--- src/rtl/hdmi_period_sequencer.sv ---
// Per-pixel-clock TMDS lane scheduler: control tokens, HDMI preamble/guard band, or video.
// Optional feature macro: HDMI_PREAMBLE_EN (undefined builds a pure DVI sequencer).
module hdmi_period_sequencer (
  input  logic       clk,
  input  logic       rst_n,
  input  logic       de,
  input  logic       hsync,
  input  logic       vsync,
  input  logic [7:0] red,
  input  logic [7:0] green,
  input  logic [7:0] blue,
  output logic [9:0] sym0,
  output logic [9:0] sym1,
  output logic [9:0] sym2,
  output logic       vid_active
);

  localparam int unsigned Depth = 10;
  localparam logic [9:0] Tok00 = 10'b1101010100;
  localparam logic [9:0] Tok01 = 10'b0010101011;
  localparam logic [9:0] Tok10 = 10'b0101010100;
  localparam logic [9:0] Tok11 = 10'b1010101011;
`ifdef HDMI_PREAMBLE_EN
  localparam logic [9:0] GuardB = 10'b1011001100;
  localparam logic [9:0] GuardG = 10'b0100110011;
`endif

`ifdef HDMI_PREAMBLE_EN
  typedef enum logic [1:0] {StCtrl, StVideo, StPreamble, StGuard} state_e;
`else
  typedef enum logic [0:0] {StCtrl, StVideo} state_e;
`endif

  function automatic logic [9:0] ctl_token(input logic [1:0] c);
    logic [9:0] t;
    case (c)
      2'b00:   t = Tok00;
      2'b01:   t = Tok01;
      2'b10:   t = Tok10;
      default: t = Tok11;
    endcase
    return t;
  endfunction

  // Returns {next disparity, 10-bit symbol} for one DVI 1.0 TMDS data character.
  function automatic logic [14:0] tmds_encode(input logic [7:0] d, input logic signed [4:0] disp);
    logic [8:0]        qm;
    logic [3:0]        n1d;
    logic [3:0]        n1q;
    logic signed [4:0] bal;
    logic signed [4:0] nxt;
    logic [9:0]        q;
    n1d = 4'd0;
    n1q = 4'd0;
    for (int i = 0; i < 8; i++) n1d = n1d + {3'd0, d[i]};
    qm = '0;
    qm[0] = d[0];
    if (n1d > 4'd4 || (n1d == 4'd4 && !d[0])) begin
      for (int i = 1; i < 8; i++) qm[i] = ~(qm[i-1] ^ d[i]);
      qm[8] = 1'b0;
    end else begin
      for (int i = 1; i < 8; i++) qm[i] = qm[i-1] ^ d[i];
      qm[8] = 1'b1;
    end
    for (int i = 0; i < 8; i++) n1q = n1q + {3'd0, qm[i]};
    // ones minus zeros of qm[7:0]; wraps correctly modulo 32 for n1q = 8
    bal = $signed({n1q, 1'b0}) - 5'sd8;
    if (disp == 5'sd0 || bal == 5'sd0) begin
      q   = {~qm[8], qm[8], qm[8] ? qm[7:0] : ~qm[7:0]};
      nxt = qm[8] ? disp + bal : disp - bal;
    end else if (disp[4] == bal[4]) begin
      q   = {1'b1, qm[8], ~qm[7:0]};
      nxt = disp + (qm[8] ? 5'sd2 : 5'sd0) - bal;
    end else begin
      q   = {1'b0, qm[8], qm[7:0]};
      nxt = disp - (qm[8] ? 5'sd0 : 5'sd2) + bal;
    end
    return {nxt, q};
  endfunction

  logic [26:0]       r_dl [Depth];
  state_e            r_state;
  state_e            w_state_nxt;
  logic [9:0]        r_sym0, r_sym1, r_sym2;
  logic              r_vid;
  logic signed [4:0] r_disp0, r_disp1, r_disp2;
  logic              w_d_de, w_d_hs, w_d_vs;
  logic [7:0]        w_d_red, w_d_green, w_d_blue;
  logic [14:0]       w_enc0, w_enc1, w_enc2;

  always_ff @(posedge clk) begin
    if (!rst_n) begin
      for (int i = 0; i < Depth; i++) r_dl[i] <= '0;
    end else begin
      r_dl[0] <= {de, hsync, vsync, red, green, blue};
      for (int i = 1; i < Depth; i++) r_dl[i] <= r_dl[i-1];
    end
  end

  assign {w_d_de, w_d_hs, w_d_vs, w_d_red, w_d_green, w_d_blue} = r_dl[9];

`ifdef HDMI_PREAMBLE_EN
  logic [4:0] r_blank;
  logic [2:0] r_phase;
  logic       w_grant;

  always_ff @(posedge clk) begin
    if (!rst_n) begin
      r_blank <= '0;
    end else if (de) begin
      r_blank <= '0;
    end else if (r_blank != 5'd31) begin
      r_blank <= r_blank + 5'd1;
    end
  end

  // Any de=1 after >= 22 blanks is necessarily a 0->1 edge.
  assign w_grant = de && (r_blank >= 5'd22);

  always_ff @(posedge clk) begin
    if (!rst_n) begin
      r_phase <= '0;
    end else begin
      r_phase <= (w_state_nxt != r_state) ? 3'd0 : r_phase + 3'd1;
    end
  end
`endif

  always_comb begin
    w_state_nxt = r_state;
    case (r_state)
      StCtrl: begin
`ifdef HDMI_PREAMBLE_EN
        if (w_grant) w_state_nxt = StPreamble;
        else if (w_d_de) w_state_nxt = StVideo;
`else
        if (w_d_de) w_state_nxt = StVideo;
`endif
      end
      StVideo: begin
`ifdef HDMI_PREAMBLE_EN
        if (!w_d_de) w_state_nxt = w_grant ? StPreamble : StCtrl;
`else
        if (!w_d_de) w_state_nxt = StCtrl;
`endif
      end
`ifdef HDMI_PREAMBLE_EN
      StPreamble: begin
        if (w_d_de) w_state_nxt = StVideo;
        else if (r_phase == 3'd7) w_state_nxt = StGuard;
      end
      StGuard: begin
        if (w_d_de || r_phase == 3'd1) w_state_nxt = StVideo;
      end
`endif
      default: w_state_nxt = StCtrl;
    endcase
  end

  assign w_enc0 = tmds_encode(w_d_blue, r_disp0);
  assign w_enc1 = tmds_encode(w_d_green, r_disp1);
  assign w_enc2 = tmds_encode(w_d_red, r_disp2);

  // Symbols are chosen from the next state so they line up with the state's first cycle.
  always_ff @(posedge clk) begin
    if (!rst_n) begin
      r_state <= StCtrl;
      r_sym0  <= Tok00;
      r_sym1  <= Tok00;
      r_sym2  <= Tok00;
      r_vid   <= 1'b0;
      r_disp0 <= '0;
      r_disp1 <= '0;
      r_disp2 <= '0;
    end else begin
      r_state <= w_state_nxt;
      r_vid   <= (w_state_nxt == StVideo);
      r_disp0 <= '0;
      r_disp1 <= '0;
      r_disp2 <= '0;
      case (w_state_nxt)
        StVideo: begin
          r_sym0  <= w_enc0[9:0];
          r_sym1  <= w_enc1[9:0];
          r_sym2  <= w_enc2[9:0];
          r_disp0 <= w_enc0[14:10];
          r_disp1 <= w_enc1[14:10];
          r_disp2 <= w_enc2[14:10];
        end
`ifdef HDMI_PREAMBLE_EN
        StPreamble: begin
          r_sym0 <= ctl_token({w_d_vs, w_d_hs});
          r_sym1 <= Tok01;
          r_sym2 <= Tok00;
        end
        StGuard: begin
          r_sym0 <= GuardB;
          r_sym1 <= GuardG;
          r_sym2 <= GuardB;
        end
`endif
        default: begin
          r_sym0 <= ctl_token({w_d_vs, w_d_hs});
          r_sym1 <= Tok00;
          r_sym2 <= Tok00;
        end
      endcase
    end
  end

  assign sym0       = r_sym0;
  assign sym1       = r_sym1;
  assign sym2       = r_sym2;
  assign vid_active = r_vid;

endmodule
--- config.mk ---
export PLATFORM = sky130hd
export DESIGN_NAME = hdmi_period_sequencer
export DESIGN_NICKNAME = d
export VERILOG_FILES = /design/src/rtl/hdmi_period_sequencer.sv
export SDC_FILE = /design/constraint.sdc
export NUM_CORES = 1
export LEC_CHECK = 0
export BUFFER_PORTS_ARGS = -buffer_cell sky130_fd_sc_hd__buf_2
export CAP_MARGIN = 10
export CELL_PAD_IN_SITES_DETAIL_PLACEMENT = 2
export CELL_PAD_IN_SITES_GLOBAL_PLACEMENT = 2
export CORE_MARGIN = 3
export CORE_UTILIZATION = 44
export CTS_CLUSTER_DIAMETER = 50
export DETAILED_ROUTE_END_ITERATION = 8
export PLACE_DENSITY_LB_ADDON = 0.1
export SLEW_MARGIN = 5
export SYNTH_ARGS = -nofsm -noshare
export SYNTH_HDL_FRONTEND = slang
export SYNTH_SLANG_ARGS = --single-unit
--- constraint.sdc ---
create_clock -name clk -period 21.9 [get_ports clk]
set_clock_uncertainty 0.05 [all_clocks]
set_input_delay 4.38 -clock clk [delete_from_list [all_inputs] [get_ports clk]]
set_output_delay 4.38 -clock clk [all_outputs]
set_load 0.02 [all_outputs]
==> results of run 1 <==
-- cell usage in the layout, fill, tap and decap left out, types with 4 or more instances in the layout --
cell,n
nor3b_1,4
dfxtp_1,313
clkbuf_1,7
o21ai_0,11
clkbuf_8,10
nor2b_1,8
ha_1,55
a21o_1,7
a211oi_1,8
nor2_1,21
nand2_1,23
buf_2,58
fa_1,39
xnor2_1,62
nand2b_1,6
mux2i_1,9
nand3_1,11
inv_1,82
o31ai_1,5
a21oi_1,15
and2_1,276
buf_4,5
xnor2_4,4
clkbuf_16,37
nor3_1,4
xor2_1,15
-- Yosys cell counts (8+ instances only) --
| library cell | instances |
|---|---|
| and2_1 | 276 |
| a211oi_1 | 8 |
| clkbuf_1 | 36 |
| ha_1 | 55 |
| nor2_1 | 21 |
| nand2_1 | 23 |
| nand3_1 | 11 |
| o21ai_0 | 11 |
| dfxtp_1 | 313 |
| mux2i_1 | 9 |
| a21oi_1 | 15 |
| fa_1 | 39 |
| nor2b_1 | 8 |
| inv_1 | 82 |
| xor2_1 | 15 |
| xnor2_1 | 62 |
-- stage by stage --
stage	power (uW)	utilization (%)
3_5_place_dp	609	47.5
6_report	1230	52.4
5_1_grt	1280	52.4
4_1_cts	1250	52.4
2_1_floorplan	604	-
3_3_place_gp	608	47.5
-- power groups by stage --
| stage | clock network [uW] | registers [uW] | logic (uW) |
|---|---|---|---|
| after detailed placement | 0 | 592 | 18.0 |
| after floorplan | 0 | 591 | 12.8 |
| after global placement | 0 | 591 | 17.2 |
| final | 631 | 579 | 17.6 |
| after CTS | 653 | 579 | 18.4 |
| after global routing | 679 | 580 | 20.7 |
-- final cells by class --
class / count / area share (%)
sequential: 313 / 45.4
multi-input combinational: 625 / 37.5
clock buffer: 54 / 7.89
tap: 335 / 3.04
timing repair buffer: 64 / 2.46
inverter: 82 / 2.23
clock inverter: 13 / 1.50
-- final timing paths --
| path | end | depth (start not counted) | start | slack [ns] |
|---|---|---|---|---|
| max | r_disp1[4] | 27 | r_dl[9][8] | 14.15 |
| max reg2reg | r_disp1[4] | 27 | r_dl[9][8] | 14.15 |
| min | r_dl[9][8] | 1 | r_dl[8][8] | 0.38 |
| min reg2reg | r_dl[9][8] | 1 | r_dl[8][8] | 0.38 |
-- flip-flops by register name (all words and copies together) (netlist names) --
signal      cells
r_dl          270
vid_active      1
sym2           10
r_disp0         4
r_disp1         4
r_disp2         4
sym0           10
sym1           10
-- logic make-up (layout without fill, tap and decap cells) --
group | count (synthesis) | count (layout) | share of synthesized area [%]
AND/OR/NAND/NOR | 364 | 364 | 18.1
flip-flops | 313 | 313 | 52.5
buffers and inverters | 125 | 213 | 4.03
adder cells (fa/ha/maj) | 97 | 97 | 12.6
XOR/XNOR | 90 | 90 | 8.16
AO/OA/AOI/OAI | 62 | 62 | 3.36
multiplexers | 12 | 12 | 1.23
-- worst max-delay path, cell delays in order (launching register included) --
cell and delay [ns]:
dfxtp_1 0.41, inv_1 0.13, fa_1 0.58, fa_1 0.43, fa_1 0.49, inv_1 0.04, ha_1 0.20, fa_1 0.43
nor3b_1 0.25, o22ai_1 0.14, buf_4 0.22, xnor2_1 0.17, fa_1 0.52, fa_1 0.55, inv_1 0.06, fa_1 0.45
ha_1 0.23, fa_1 0.48, inv_1 0.11, ha_1 0.30, inv_1 0.18, ha_1 0.27, nor2b_1 0.13, o31ai_1 0.34
xnor2_1 0.16, mux2i_1 0.09, mux2i_1 0.16, nor2_1 0.05
-- layer usage --
metal / track usage [%] / wire length [um] / vias to the layer above
li1: - / - / 3421
met3: 3.05 / 788 / 42
met5: 0 / 0 / -
met1: 19.1 / 9760 / 3352
met4: 4.97 / 579 / 0
met2: 31.1 / 12200 / 92
==> impl_metrics.tcl, run 1 <==
set metrics [dict create \
    max_freq_ghz 0.129 \
    yosysWarnings 0 \
    area_growth_pct 15.8 \
    ys_ff_latch 313 \
    cp_max_fo 14 \
    p_seq_share_pct 47.2 \
    core.rowCount 59 \
    routed_wl_um 23300 \
    min_path_type "reg -> reg" \
    hold_buffers 0 \
    cts_root_buffer "clkbuf_16" \
    post-route-period-util_pct 35.4 \
    synth_largest_area_cell "dfxtp_1" \
    fin_hold_ws_ns 0.382 \
    ant_nets 0 \
    cts_buffers 37 \
    hold_viol 0 \
    grt_max_degree 165 \
    route.detailed.drc 0 \
    setup_ws_ns 14.15 \
    port_buffers 59 \
    ys_types 47 \
    synth_flop_cell "dfxtp_1" \
    setup_tns_ns 0 \
    grt_pass1_vias 7863 \
    dpl.hpwl_um 14100 \
    gr-total-overflow 0 \
    synth_area_leaders "dfxtp_1, and2_1, fa_1" \
    slew_headroom_pct 28.5 \
    worstPathRequired_ns 22.24 \
    initial_core_util_pct 45.3 \
    drive_gt1_share_pct 12.6 \
    crit_type "reg -> reg" \
    vias_per_cell 4.65 \
    core_sq_mm 0.0264 \
    status "finished, final reports clean" \
    p_switching_uw 255 \
    grt_first_pass_wirelength_um 39200 \
    power.density_mw_per_mm2 88.9 \
    worstSetupEndpointType "flip-flop" \
    dp_slack_ns 14.06 \
    ys_seq_area_share_pct 52.5 \
    insertion_delay_ns 0.51 \
    fin_area_sq_mm 0.0138 \
    detail_route.wl_per_cell_um 15.7 \
    synth_top_cell_area_share_pct 52.5 \
    routabilityCongestion 0.786 \
    synth_cells 1063 \
    tightest_slew_ns 1.07 \
    combPwrFrac_pct 1.4 \
    clkPwrFrac_pct 51.4 \
    cts_max_path_buffers 3 \
    maxSlewViolCount 0 \
    vias 6907 \
    leakage_uw 0.00598 \
    synth_nets 1186 \
    ctsResizeCount 0 \
    cts_tree "done" \
    post-route-min-period_ns 7.75 \
    grt_util_all_layers_pct 16.6 \
    dieArea_sq_mm 0.0291 \
    path_clk_slew_ns 0.06 \
    synth_area_per_cell_sq_um 11.2 \
    syn-cell-area_sq_mm 0.0119 \
    nets 1246 \
    grt_antenna_before_repair 0 \
    seq_area_sq_mm 0.00627 \
    cts_setup_buffers 0 \
    p_sw_share_pct 20.8 \
    placed_cell_area_sq_mm 0.0125 \
    placed_cells 1419 \
    cp.arrival_ns 8.09 \
    intPower_uw 972 \
    drtPass1Iterations 3 \
    io_pins 60 \
    clkSinkCount 313 \
    die_h_um 171 \
    drt_iter0_drc 191 \
    h-tree-depth 2 \
    fin_cells 1486 \
    startpoint_type "flip-flop" \
    peakVddDrop_v 0.0000736 \
    drv_cap 0 \
    fillers 2592 \
    multi_input_area_sq_mm 0.00518 \
    n_antenna_cell 0 \
    synthArstFlopShare_pct 0 \
    finalSetupViolCount 0 \
    synth_edf_count 0 \
    rsz0062_at_grt "false" \
    die_w_um 171 \
]
Note: power is estimated with default switching activity, not from simulation.
==> run 2, diff against run 1 <==
--- a/config.mk
+++ b/config.mk
@@ -10,7 +10,7 @@
 export CELL_PAD_IN_SITES_DETAIL_PLACEMENT = 2
 export CELL_PAD_IN_SITES_GLOBAL_PLACEMENT = 2
 export CORE_MARGIN = 3
-export CORE_UTILIZATION = 44
+export CORE_UTILIZATION = 41
 export CTS_CLUSTER_DIAMETER = 50
 export DETAILED_ROUTE_END_ITERATION = 8
 export PLACE_DENSITY_LB_ADDON = 0.1
==> constraint.sdc (replaced) <==
create_clock -name clk -period 7.6 [get_ports clk]
set_clock_uncertainty 0.05 [all_clocks]
set_input_delay 1.52 -clock clk [delete_from_list [all_inputs] [get_ports clk]]
set_output_delay 1.52 -clock clk [all_outputs]
set_load 0.02 [all_outputs]
==> run 2 against run 1 <==
Critical path type unchanged. Via count is essentially flat. Flip-flop and latch count is the same. Combinational power grew to 2.9 times the previous value. Wire length shrank 6.4%. Count of clock-buffer cells in the layout grew 1. Critical endpoint unchanged. Register-to-register slack lost 14 ns. Core utilization shrank 2.9 points. Die area grew 7.1%.
==> impl_metrics.tcl, run 2 (synthesized netlist as in run 1, its figures left out) <==
set metrics [dict create \
    min_path_type "reg -> reg" \
    vias 6902 \
    leakage_uw 0.00601 \
    cts_root_buffer "clkbuf_16" \
    peakVddDrop_v 0.000201 \
    clkSinkCount 313 \
    crit_type "reg -> reg" \
    core.rowCount 61 \
    max_freq_ghz 0.137 \
    whs_path_depth 1 \
    cp_max_fo 5 \
    nets 1251 \
    placed_cells 1465 \
    slew_headroom_pct 40.8 \
    routabilityCongestion 0.795 \
    r2r_end "r_disp1[4]" \
    drtPass1Iterations 4 \
    cts_max_path_buffers 3 \
    grt_max_degree 145 \
    drive_gt1_share_pct 14.9 \
    min_from "r_dl[3][11]" \
    dieArea_sq_mm 0.0312 \
    dpl.hpwl_um 14000 \
    fin_area_sq_mm 0.0140 \
    drt_iter0_drc 182 \
    critPathTopFamily "adder cells" \
    area_growth_pct 17.2 \
    core_sq_mm 0.0282 \
    r2r_slack_ns 0.32 \
    placed_cell_area_sq_mm 0.0126 \
    detail_route.wl_per_cell_um 14.2 \
    die_w_um 177 \
    vias_per_cell 4.50 \
    cts_setup_buffers 0 \
    routed_wl_um 21900 \
    worstPathRequired_ns 7.94 \
    io_pins 60 \
    cts_tree "done" \
    cts_buffers 39 \
    ant_nets 0 \
    grt_antenna_before_repair 0 \
    maxSlewViolCount 0 \
    slowest_stage "fa_1" \
    grt_first_pass_wirelength_um 37100 \
    fillers 2837 \
    insertion_delay_ns 0.51 \
    setup_tns_ns 0 \
    grt_pass1_vias 7551 \
    h-tree-depth 2 \
    die_h_um 177 \
    hold_viol 0 \
    port_buffers 59 \
    path_clk_slew_ns 0.06 \
    drv_cap 0 \
    min_delay_worst_endpoint "r_dl[4][11]" \
    n_antenna_cell 0 \
    rr_startpoint "r_dl[9][8]" \
    post-route-min-period_ns 7.28 \
    status "finished, final reports clean" \
    fin_cells 1535 \
    reg2reg_depth 26 \
    layout_commonest_cell "dfxtp_1" \
    setup_ws_ns 0.322 \
    path_common_cell "fa_1" \
    startpoint_type "flip-flop" \
    max_flop_register "r_dl" \
    largest_register_ffs 270 \
    worstSetupEndpointType "flip-flop" \
    gr-total-overflow 0 \
    initial_core_util_pct 42.2 \
    cp.arrival_ns 7.62 \
    route.detailed.drc 0 \
    final_cell_mix "dfxtp_1, and2_1, inv_1" \
    dp_slack_ns -0.0228 \
    cp_slowest_stage_delay_ns 0.57 \
    power.density_mw_per_mm2 252 \
    fin_util_pct 49.5 \
    grt_util_all_layers_pct 14.5 \
    tightest_slew_ns 0.888 \
    path_buf_inv 4 \
    finalSetupViolCount 0 \
    startpoint "r_dl[9][8]" \
    post-route-period-util_pct 95.8 \
]
==> run 2: worst max-delay path by stage <==
stage / slack (ns) / to / cells past startpoint
final: 0.32 / r_disp1[4] / 26
after global routing: -0.03 / r_disp2[4] / 26
after CTS: 0.005 / r_disp1[4] / 26
after detailed placement: -0.02 / r_disp2[4] / 26
after global placement: 0.28 / r_disp2[4] / 26
after floorplan: 0.28 / r_disp0[4] / 27
==> run 2: area by class of cell <==
class,instances,area (sq um),area share [%]
flip-flops and latches,313,6270,44.9
multi-input cells,625,5280,37.8
clock buffers,55,1080,7.70
well taps,378,473,3.38
repair buffers,67,362,2.59
inverters,82,308,2.20
clock inverters,15,205,1.47
==> run 2: repair_timing <==
item,4_1_cts,5_1_grt
setup endpoints to repair,2,27
resized for setup,2,27
pin swaps,0,10
hold buffers,0,0
==> run 2: power breakdown <==
part           leakage [uW]  switching [uW]  internal (uW)
clock              0.000623             696           1110
sequential          0.00254            4.83           1660
combinational       0.00285            27.8           22.5
total               0.00601             729           2790
==> run 2: metrics by stage <==
step | hold WS (ns) | power, uW
6_report | 0.380 | 3520
5_1_grt | 0.393 | 3680
4_1_cts | 0.382 | 3580
3_5_place_dp | 0.371 | 1760
3_3_place_gp | 0.363 | 1750
2_1_floorplan | 0.362 | 1740
==> run 2: worst register-to-register path, stage by stage, from the launching register on <==
cell,delay (ns)
dfxtp_2,0.36
inv_1,0.09
fa_1,0.56
fa_1,0.43
fa_1,0.49
inv_1,0.04
ha_1,0.21
fa_2,0.44
nor3b_2,0.23
o22ai_2,0.14
xnor2_2,0.16
fa_1,0.48
fa_1,0.57
inv_1,0.06
fa_1,0.45
ha_1,0.23
fa_1,0.48
inv_1,0.09
ha_1,0.29
nand2_1,0.05
o21ai_1,0.19
ha_1,0.31
a21o_1,0.16
a21oi_1,0.16
xnor3_1,0.22
mux2i_1,0.15
nor2_1,0.07
==> run 2: per-layer routing <==
metal / routed length, um / track usage [%] / vias up
met4: 607 / 4.84 / 0
met5: 0 / 0 / -
met3: 833 / 3.05 / 48
li1: - / - / 3426
met2: 10900 / 25.8 / 103
met1: 9520 / 17.4 / 3325
